==> src/rtl/aer_event_encoder.sv <==
// Address-event encoder: turns each arbiter grant into a timestamped {ts, x, y} word,
// buffers it in a first-word-fall-through FIFO and pulses a clear back to the pixel.
module aer_event_encoder #(
  parameter int unsigned DEPTH = 8,
  parameter int unsigned TS_W  = 16
) (
  input  logic                       clk,
  input  logic                       rst_n,
  input  logic                       req_i,
  input  logic [3:0][3:0]            gnt_i,
  input  logic [1:0]                 x_add_i,
  input  logic [1:0]                 y_add_i,
  output logic                       enable_o,
  output logic [3:0][3:0]            clr_o,
  output logic                       ev_valid_o,
  input  logic                       ev_ready_i,
  output logic [TS_W+3:0]            ev_data_o,
  output logic [$clog2(DEPTH+1)-1:0] fill_o,
  output logic                       err_o
);

  localparam int unsigned AW = $clog2(DEPTH);
  localparam int unsigned FW = $clog2(DEPTH + 1);
  localparam int unsigned DW = TS_W + 4;

  typedef enum logic [1:0] {StIdle, StClear, StHold} state_e;

  state_e          state_q, state_d;
  logic [TS_W-1:0] ts_q;
  logic [1:0]      cap_x_q, cap_x_d, cap_y_q, cap_y_d;
  logic            err_q, err_d;
  logic [DW-1:0]   mem_q [DEPTH];
  logic [AW-1:0]   wr_ptr_q, rd_ptr_q;
  logic [FW-1:0]   fill_q;
  logic [15:0]     gnt_flat;
  logic            push, pop, full, gnt_any, gnt_onehot, gnt_hit;
  logic            unused_req;

  // req_i is status only; the grant matrix carries everything needed.
  assign unused_req = req_i;

  assign gnt_flat   = gnt_i;
  assign gnt_any    = |gnt_flat;
  assign gnt_onehot = gnt_any && ((gnt_flat & (gnt_flat - 16'd1)) == 16'd0);
  assign gnt_hit    = gnt_i[x_add_i][y_add_i];

  // Full uses the fill at the start of the cycle, so a same-cycle pop never frees space.
  assign full = (fill_q == FW'(DEPTH));
  assign pop  = (fill_q != '0) && ev_ready_i;

  always_comb begin
    state_d = state_q;
    cap_x_d = cap_x_q;
    cap_y_d = cap_y_q;
    err_d   = err_q;
    push    = 1'b0;
    clr_o   = '0;
    unique case (state_q)
      StIdle: begin
        if (gnt_any) begin
          if (gnt_onehot && gnt_hit) begin
            if (!full) begin
              push    = 1'b1;
              state_d = StClear;
              cap_x_d = x_add_i;
              cap_y_d = y_add_i;
            end
          end else begin
            err_d = 1'b1;
          end
        end
      end
      StClear: begin
        clr_o[cap_x_q][cap_y_q] = 1'b1;
        state_d                 = StHold;
      end
      StHold: begin
        if (!gnt_i[cap_x_q][cap_y_q]) state_d = StIdle;
      end
      default: state_d = StIdle;
    endcase
  end

  // rst_n is an active-high asynchronous reset.
  always_ff @(posedge clk or posedge rst_n) begin
    if (rst_n) begin
      state_q  <= StIdle;
      ts_q     <= '0;
      cap_x_q  <= '0;
      cap_y_q  <= '0;
      err_q    <= 1'b0;
      wr_ptr_q <= '0;
      rd_ptr_q <= '0;
      fill_q   <= '0;
    end else begin
      state_q <= state_d;
      ts_q    <= ts_q + TS_W'(1);
      cap_x_q <= cap_x_d;
      cap_y_q <= cap_y_d;
      err_q   <= err_d;
      if (push) wr_ptr_q <= wr_ptr_q + AW'(1);
      if (pop)  rd_ptr_q <= rd_ptr_q + AW'(1);
      fill_q  <= fill_q + FW'(push) - FW'(pop);
    end
  end

  always_ff @(posedge clk) begin
    if (push) mem_q[wr_ptr_q] <= {ts_q, x_add_i, y_add_i};
  end

  assign enable_o   = !full;
  assign ev_valid_o = (fill_q != '0);
  assign ev_data_o  = mem_q[rd_ptr_q];
  assign fill_o     = fill_q;
  assign err_o      = err_q;

endmodule

==> config.mk <==
export PLATFORM = sky130hd
export DESIGN_NAME = aer_event_encoder
export DESIGN_NICKNAME = d
export VERILOG_FILES = /design/src/rtl/aer_event_encoder.sv
export SDC_FILE = /design/constraint.sdc
export NUM_CORES = 1
export LEC_CHECK = 0
export ABC_CLOCK_PERIOD_IN_PS = 3200
export CELL_PAD_IN_SITES_DETAIL_PLACEMENT = 1
export CELL_PAD_IN_SITES_GLOBAL_PLACEMENT = 1
export CORE_MARGIN = 10
export CORE_UTILIZATION = 40
export CTS_BUF_LIST = sky130_fd_sc_hd__clkbuf_16
export DETAILED_ROUTE_END_ITERATION = 16
export HOLD_SLACK_MARGIN = 0.05
export PLACE_DENSITY_LB_ADDON = 0.08
export SYNTH_ARGS = -nofsm -noshare
export SYNTH_HDL_FRONTEND = slang
export SYNTH_SLANG_ARGS = --single-unit
export TNS_END_PERCENT = 100
==> constraint.sdc <==
create_clock -name clk -period 3.2 [get_ports clk]
set_input_delay 0.32 -clock clk [delete_from_list [all_inputs] [get_ports clk]]
set_output_delay 0.32 -clock clk [all_outputs]
set_load 0.02 [all_outputs]
# ---- Word-level counts from Yosys, hierarchy flattened
# Memories as Yosys holds them, arrays and structs flattened.
# Index checks and enable logic that the tools add are counted.
dict set report totals {
  register_bits 33
  latchBits 0
  ram_bits 160
  rom_bits 0
  output_inout_bits 43
  memories 1
}
dict set report op_classes {
  n_addsub 6
  n_mul 0
  div_mod_pow 0
  n_lt_le_gt_ge 6
  eq_ne 7
  n_shift 0
  muxes 24
  n_bitwise 3
  reduce_logical 13
}
# memory words width read_ports rd_clocked_by_memory_dff wr line
set memory_table {}
lappend memory_table {mem_q 8 20 1 0 1 32} ;# logic [DW-1:0] mem_q [DEPTH];
# cell count
set ops {}
lappend ops {{$add 16x1->16 const B} 1}
lappend ops {{$and 16x16->16} 1}
lappend ops {{$bmux 4 s2} 2}
lappend ops {{$logic_not 16->1} 1}
lappend ops {{$mux 16} 1}
lappend ops {{$reduce_or 16->1} 1}
lappend ops {{$sub 16x1->16 const B} 1}
lappend ops {{$lt 2x3->1 const B} 4}
lappend ops {{$mux 4} 3}
lappend ops {{$mux 1} 9}
lappend ops {{$demux 4 s2} 1}
lappend ops {{$mux 2} 4}
lappend ops {{$ne 2x2->1 const B} 4}
lappend ops {{$reduce_and 4->1} 2}
lappend ops {{$add 3x1->3 const B} 2}
lappend ops {{$pmux 2 s3} 1}
lappend ops {{$logic_and 1x1->1} 5}
lappend ops {{$add 4x1->4} 1}
lappend ops {{$bmux 1 s2} 2}
lappend ops {{$eq 4x4->1 const B} 1}
lappend ops {{$ge 2x1->1 const B} 2}
lappend ops {{$reduce_bool 4->1} 1}
lappend ops {{$sub 4x1->4} 1}
lappend ops {{$reduce_and 3->1} 1}
lappend ops {{6 further kinds} 7}

# ---- Logic depth before layout (Yosys ltp)
# Gate-level depths: netlist (run 1).
dict set report depth {
  depth_word 10
  depth_mapped 14
  depth_no_buf 12
}

# ---- Worst setup path after synthesis (run 1)
# No wires, ideal clock.
dict set report synth_path {
  kind {in2reg}
  startpoint {in gnt_i[2] (netlist name)}
  endpoint {reg fill_q[2] (netlist: fill_o[2])}
  setup_time_ns 0.123
  arrival_ns 3.160
  slack_ns -0.083
  stages 13
  path_buffers 2
  path_cell_list {or4_1 > buf_2 > nor2_4 > nand3b_1 > a2111o_1 > nor3_4 > buf_6 > inv_1 > ha_1 > inv_1 > ha_1 > fa_1 > xor2_1}
}
dict set report synth_between {
  elab_chain_cells 10
  elab_cells_between_ends 15
}
# element line
set synth_rtl {}
lappend synth_rtl {{from (decl)} 10} ;# input logic [3:0][3:0] gnt_i,
lappend synth_rtl {{$sub 16x1->16 / $bmux 4 s2 (equally long branches)} {44, 45}}
lappend synth_rtl {{$and 16x16->16 / $mux 4 (equally long branches)} {44, 45}}
lappend synth_rtl {{$logic_not 16->1 / $bmux 1 s2 (equally long branches)} {44, 45}}
lappend synth_rtl {{$logic_and 1x1->1 / $mux 1 (equally long branches)} {44, 45}}
lappend synth_rtl {{$logic_and 1x1->1} 61} ;# if (gnt_onehot && gnt_hit) begin
lappend synth_rtl {{$mux 1} 61}
lappend synth_rtl {{$mux 1 (*)} 60} ;# if (gnt_any) begin
lappend synth_rtl {{$mux 1 (*)} 58} ;# unique case (state_q)
lappend synth_rtl {{$add 4x1->4 (*)} 103} ;# fill_q <= fill_q + FW'(push) - FW'(pop);
lappend synth_rtl {{$sub 4x1->4 (*)} 103}
lappend synth_rtl {{to (signal assigned)} 103}
lappend synth_rtl {{to (decl)} 34} ;# logic [FW-1:0] fill_q;
# Mark *: on every way between the ends. The rest lies on a longest branch, timed or not. The select of a mux whose other input is x is not followed.
# A chain may end at the register's enable or synchronous reset.

# ---- Worst setup path in the final report (run 1)
dict set report layout_path {
  startpoint {in gnt_i[0] (netlist name)}
  endpoint {reg fill_q[2] (netlist: fill_o[2])}
}
# Same word-level chain as after synthesis.

==> results of run 1 <==
-- cell families (layout without fill, tap and decap cells) --
family,Yosys count,after routing,synth area share
XOR/XNOR,20,20,0.0218
buffers and inverters,30,155,0.0151
multiplexers,78,78,0.177
AO/OA/AOI/OAI,15,15,0.0131
AND/OR/NAND/NOR,81,81,0.0556
adder cells (fa/ha/maj),11,11,0.0177
flip-flops,193,193,0.699
-- worst max-delay path, delay by kind of cell --
| family | cells | cell delay [ns] |
|---|---|---|
| simple gates | 3 | 0.94 |
| compound gates | 2 | 0.61 |
| fa+ha+maj | 3 | 0.83 |
| buf+inv | 3 | 0.51 |
| xor+xnor | 1 | 0.16 |
-- layer usage --
layer	GRT usage	vias to the layer above
met5	0	-
met4	0.0364	0
met2	0.227	92
li1	-	1926
met3	0.0523	12
met1	0.167	2216
-- where the power goes --
group / internal [uW] / switching, uW / total, uW
Clock: 1160 / 927 / 2090
Combinational: 1160 / 1020 / 2180
Sequential: 2740 / 45.7 / 2790
Total: 5070 / 1990 / 7050
-- flip-flops by register name (all words and copies together) (netlist names) --
name,flops
fill_o,4
err_o,1
rd_ptr_q,3
cap_x_q,2
wr_ptr_q,3
state_q,2
cap_y_q,2
mem_q,160
ts_q,16
-- synth_stat cells, types with 8 or more instances --
cell	instances
nand3_1	9
xor2_1	9
inv_1	14
mux4_2	49
nand2_1	13
buf_1	11
xnor2_1	11
mux2_2	27
ha_1	9
edfxtp_1	160
dfrtp_1	33
nor3_1	8
nor2_1	22
-- how the worst max path moves through the flow --
stage	start	end	cells past startpoint
2_1_floorplan	gnt_i[2]	fill_o[2]	13
3_3_place_gp	gnt_i[2]	fill_o[2]	12
3_5_place_dp	gnt_i[0]	fill_o[2]	12
4_1_cts	gnt_i[0]	fill_o[2]	12
5_1_grt	gnt_i[0]	fill_o[2]	12
6_report	gnt_i[0]	fill_o[2]	12
-- metrics by stage --
stage / instance area, sq um / hold WS (ns) / setup slack [ns] / TNS (ns)
6_report: 10000 / 0.285 / 0.148 / 0
5_1_grt: 10000 / 0.341 / 0.0198 / 0
4_1_cts: 10000 / 0.300 / 0.151 / 0
3_5_place_dp: 9450 / 0.478 / -0.327 / -20.95
3_3_place_gp: 9450 / 0.462 / -0.232 / -8.59
2_1_floorplan: 8070 / 0.419 / 0.00277 / 0
-- area by class of cell --
class	count	area [sq um]
Clock buffer	17	425
Clock inverter	15	159
Fill cell	1894	9620
Inverter	14	52.6
Multi-Input combinational cell	205	2310
Sequential cell	193	5630
Tap cell	265	332
Timing Repair Buffer	109	1120
==> results.cfg, run 1 <==
[sta]
hold_viol = 0
max_slew.worst_pin.slew_ns = 0.664
setup_viol = 0
finalCritPeriodShare = 0.954
drv_slew = 0
grt_setup_unrepaired = false
max_freq_mhz = 328
skew_ns = 0.00919
period_minus_slack_ns = 3.05
relSlewSlack = 0.557

[cts]
cts_buffer_depth = 2
cts.sinks = 193
postCtsHoldBufs = 0
cts_resized = 0
clk_latency_ns = 0.43
post_cts_buffers = 0
cts_buffers = 17
cts.htree.levels = 4
root_buffer = clkbuf_16
cts_tree = built
clk_pin_slew_worst_paths_ns = 0.07

[final_layout]
utilization = 0.510
stdcell_count = 818
layout_common_cells = 160 x edfxtp_1, 65 x clkdlybuf4s50_1, 49 x mux4_2
drive_above_1_share = 0.284
syn_to_final_growth_pct = 24.6
nets = 574
n_antenna_cell = 0
final_common_cell = edfxtp_1

[pwr]
power.leakage_uw = 0.00351
total_power_uw = 7060
vdd_drop_max_v = 0.000329
power_density_nw_per_um2 = 703

[synthesis]
synth_top_area_cell = edfxtp_1
avgSynthCellArea_sq_um = 18.8
synth.area.top_cells = edfxtp_1 60%, mux4_2 14%, dfrtp_1 10%, mux2_2 3.8%, ha_1 1.4%
synth_top_area_frac = 0.597
syn-num-nets = 462
synth_area_sq_um = 8050
synth_cell_type_count = 45
async_reset_ff_frac = 0.171
netlist_instances = 428
yosys_register_bits = 193
synth_edf_count = 160
yosysSeqAreaShare = 0.699
ys_warn_count = 0
ys.flop_type = edfxtp_1

[detailed_routing]
wl_microns = 17200
drtIter0Drc = 167
drcViolationCount = 0
route.met2.wl_microns = 8590
vias = 4246
wl_met1_microns = 7470
viasPerCell = 5.19
drt_pre_antenna_iters = 5
wire_per_inst_microns = 21.0
top_layer_used = met4
final_antenna_net_count = 0
dr_wl_met3_microns = 1000

[run_status]
status = finished, final reports clean

[critical_path]
crit_path_max_fanout = 3
r2r_slack_ns = 0.94
cp-start-kind = input port
r2r_end = fill_o[2]
cp_cell_sequence = clkdlybuf4s50_1, or4_1, o31ai_1, nand3_1, a22o_1, nor3_4, inv_1, ha_1, inv_1, ha_1, fa_2, xor2_1
crit_path_end_kind = flip-flop
worst_path_largest_cell_delay_ns = 0.63
cp.required_ns = 3.52
crit_type = input port to flip-flop
worstPathArrival_ns = 3.37
rr_worst_depth = 11
r2r-start = fill_o[2]
critPathSlowestCell = or4_1

[die]
die_x_microns = 162
core_sq_um = 19700
die_h_microns = 162
start_util = 0.410
io_pins = 67
row_count = 51
die_area_sq_um = 26200

[worst_hold_path]
hp-class = input port to async pin

[global_routing]
antenna_found_initial = 0
grt_start_max_net_pins = 41
grt_use_total = 0.138
grt_pass1_vias = 4821
gr-total-overflow = 0
grt_first_pass_wirelength_microns = 27600

[place]
place_hpwl_microns = 11300
dp.cells = 786
io_buffers = 65
gp_congestion = 0.818

[flow_run]
drv_cap = 0
(Power assumes the default switching activity.)
==> run 2, diff against run 1 <==
--- a/config.mk
+++ b/config.mk
@@ -12,6 +12,7 @@
 export CORE_UTILIZATION = 40
 export CTS_BUF_LIST = sky130_fd_sc_hd__clkbuf_16
 export DETAILED_ROUTE_END_ITERATION = 16
+export GPL_TIMING_DRIVEN = 0
 export HOLD_SLACK_MARGIN = 0.05
 export PLACE_DENSITY_LB_ADDON = 0.08
 export SYNTH_ARGS = -nofsm -noshare
==> run 2 against run 1 <==
Sequential power is essentially flat. Global-route usage grew 0.24 points. Largest power group unchanged. Power is essentially flat.
==> results.cfg, run 2 (same netlist as run 1, synthesis figures left out) <==
[run_status]
status = finished, final reports clean

[final_layout]
top_register = mem_q
layout_common_cells = 160 x edfxtp_1, 52 x clkdlybuf4s50_1, 49 x mux4_2
drive_above_1_share = 0.274
multi_input_area_sq_um = 2370
regArea_sq_um = 5630
largest_reg_flops = 160
nets = 553
n_antenna_cell = 0
nFillCells = 1889
syn_to_final_growth_pct = 21.2
final_common_cell = edfxtp_1
design_area_sq_um = 9760

[sta]
hold_viol = 0
skew_ns = 0.0196
finalCritPeriodShare = 0.962
drv_slew = 0
max_slew.worst_pin.slew_ns = 0.831
setup_viol = 0
max_freq_mhz = 325
grt_setup_unrepaired = true
relSlewSlack = 0.446
period_minus_slack_ns = 3.08

[cts]
cts_buffer_depth = 2
clk_pin_slew_worst_paths_ns = 0.08
clk_latency_ns = 0.44
cts.htree.levels = 4
cts_buffers = 17
cts.sinks = 193
cts_tree = built
postCtsHoldBufs = 0
root_buffer = clkbuf_16

[place]
place_area_sq_um = 9050
gp_congestion = 0.777
place_hpwl_microns = 11100
io_buffers = 65

[critical_path]
worst_path_largest_cell_delay_ns = 0.55
worstPathArrival_ns = 2.76
cp.required_ns = 2.88
cp_cell_sequence = clkbuf_1, buf_4, mux4_2, mux2_2, clkdlybuf4s50_1
crit_type = flip-flop to primary output
crit_path_max_fanout = 10
crit_path_end_kind = primary output
cp-start-kind = flip-flop
critPathSlowestCell = clkdlybuf4s50_1

[pwr]
total_power_uw = 7060
power.leakage_uw = 0.00337
power_density_nw_per_um2 = 723
vdd_drop_max_v = 0.000431

[detailed_routing]
vias = 4175
wire_per_inst_microns = 22.4
viasPerCell = 5.24
final_antenna_net_count = 0
drt_pre_antenna_iters = 4
drtIter0Drc = 220
wl_microns = 17900
drcViolationCount = 0

[global_routing]
grt_start_max_net_pins = 34
antenna_found_initial = 0
grt_pass1_vias = 4675
gr-total-overflow = 0
grt_use_total = 0.140
grt_first_pass_wirelength_microns = 27600

[flow_run]
drv_cap = 0

[worst_hold_path]
hp-class = input port to async pin

[die]
die_area_sq_um = 26200
start_util = 0.410
core_sq_um = 19700
die_x_microns = 162
die_h_microns = 162
io_pins = 67
row_count = 51
run 2: what timing repair did:
action,CTS,global route
gates cloned,0,1
setup endpoints to repair,183,104
setup buffers,3,3
pin swaps,4,3
gates resized for setup,52,7
run 2: critical path: cells and delay by family, from the launching register on:
family                 cells  cell delay (ns)
buffers and inverters      3             1.13
flip-flops                 1             0.36
multiplexers               2             0.84
run 2: report_power, final:
group / leakage (uW) / switching (uW) / total, uW / internal, uW
combinational: 0.00119 / 1080 / 2220 / 1150
clock: 0.000282 / 958 / 2060 / 1100
sequential: 0.00190 / 35.4 / 2780 / 2740
total: 0.00337 / 2070 / 7060 / 4990
run 2: layout make-up:
| cell class | count | share of cell area |
|---|---|---|
| multi-input cells | 205 | 0.243 |
| well taps | 265 | 0.0340 |
| inverters | 14 | 0.00539 |
| clock buffers | 17 | 0.0436 |
| plain buffers | 16 | 0.0110 |
| flip-flops and latches | 193 | 0.577 |
| repair buffers | 72 | 0.0707 |
| clock inverters | 15 | 0.0154 |
run 2: path summary, 6_finish.rpt:
path                                  start  slack [ns]       endpoint  cells past startpoint
min in group clk                      err_o        0.49          err_o                      1
max in group asynchronous             rst_n        2.38       ts_q[14]                      2
worst min-delay path                  rst_n        0.33     cap_x_q[0]                      2
worst min register to register        err_o        0.49          err_o                      1
worst max-delay path            rd_ptr_q[0]        0.12  ev_data_o[14]                      5
worst max register to register    fill_o[2]        0.81      fill_o[2]                     12
run 2: per-layer routing:
metal  vias up  routed length, microns  GRT usage
li1       1888                       -          -
met1      2192                    7990      0.180
met2        84                    8720      0.224
met3        11                     993     0.0463
met4         0                     165     0.0393
met5         -                       0          0
run 2: stage by stage:
step	utilization	hold WS [ns]	std cells	worst slack, ns	setup TNS, ns
3_3_place_gp	0.461	0.475	758	-1.24	-187.43
3_5_place_dp	0.461	0.469	758	-1.33	-195.35
2_1_floorplan	-	0.419	428	0.00277	0
5_1_grt	0.496	0.414	797	-0.0144	-0.0215
6_report	0.496	0.330	797	0.122	0
4_1_cts	0.494	0.500	793	0.0321	0
==> run 3, diff against run 2 <==
--- a/config.mk
+++ b/config.mk
@@ -12,7 +12,6 @@
 export CORE_UTILIZATION = 40
 export CTS_BUF_LIST = sky130_fd_sc_hd__clkbuf_16
 export DETAILED_ROUTE_END_ITERATION = 16
-export GPL_TIMING_DRIVEN = 0
 export HOLD_SLACK_MARGIN = 0.05
 export PLACE_DENSITY_LB_ADDON = 0.08
 export SYNTH_ARGS = -nofsm -noshare
==> results of run 3 <==
Same layout as run 1: the final DEF is identical, and so are final timing and power.
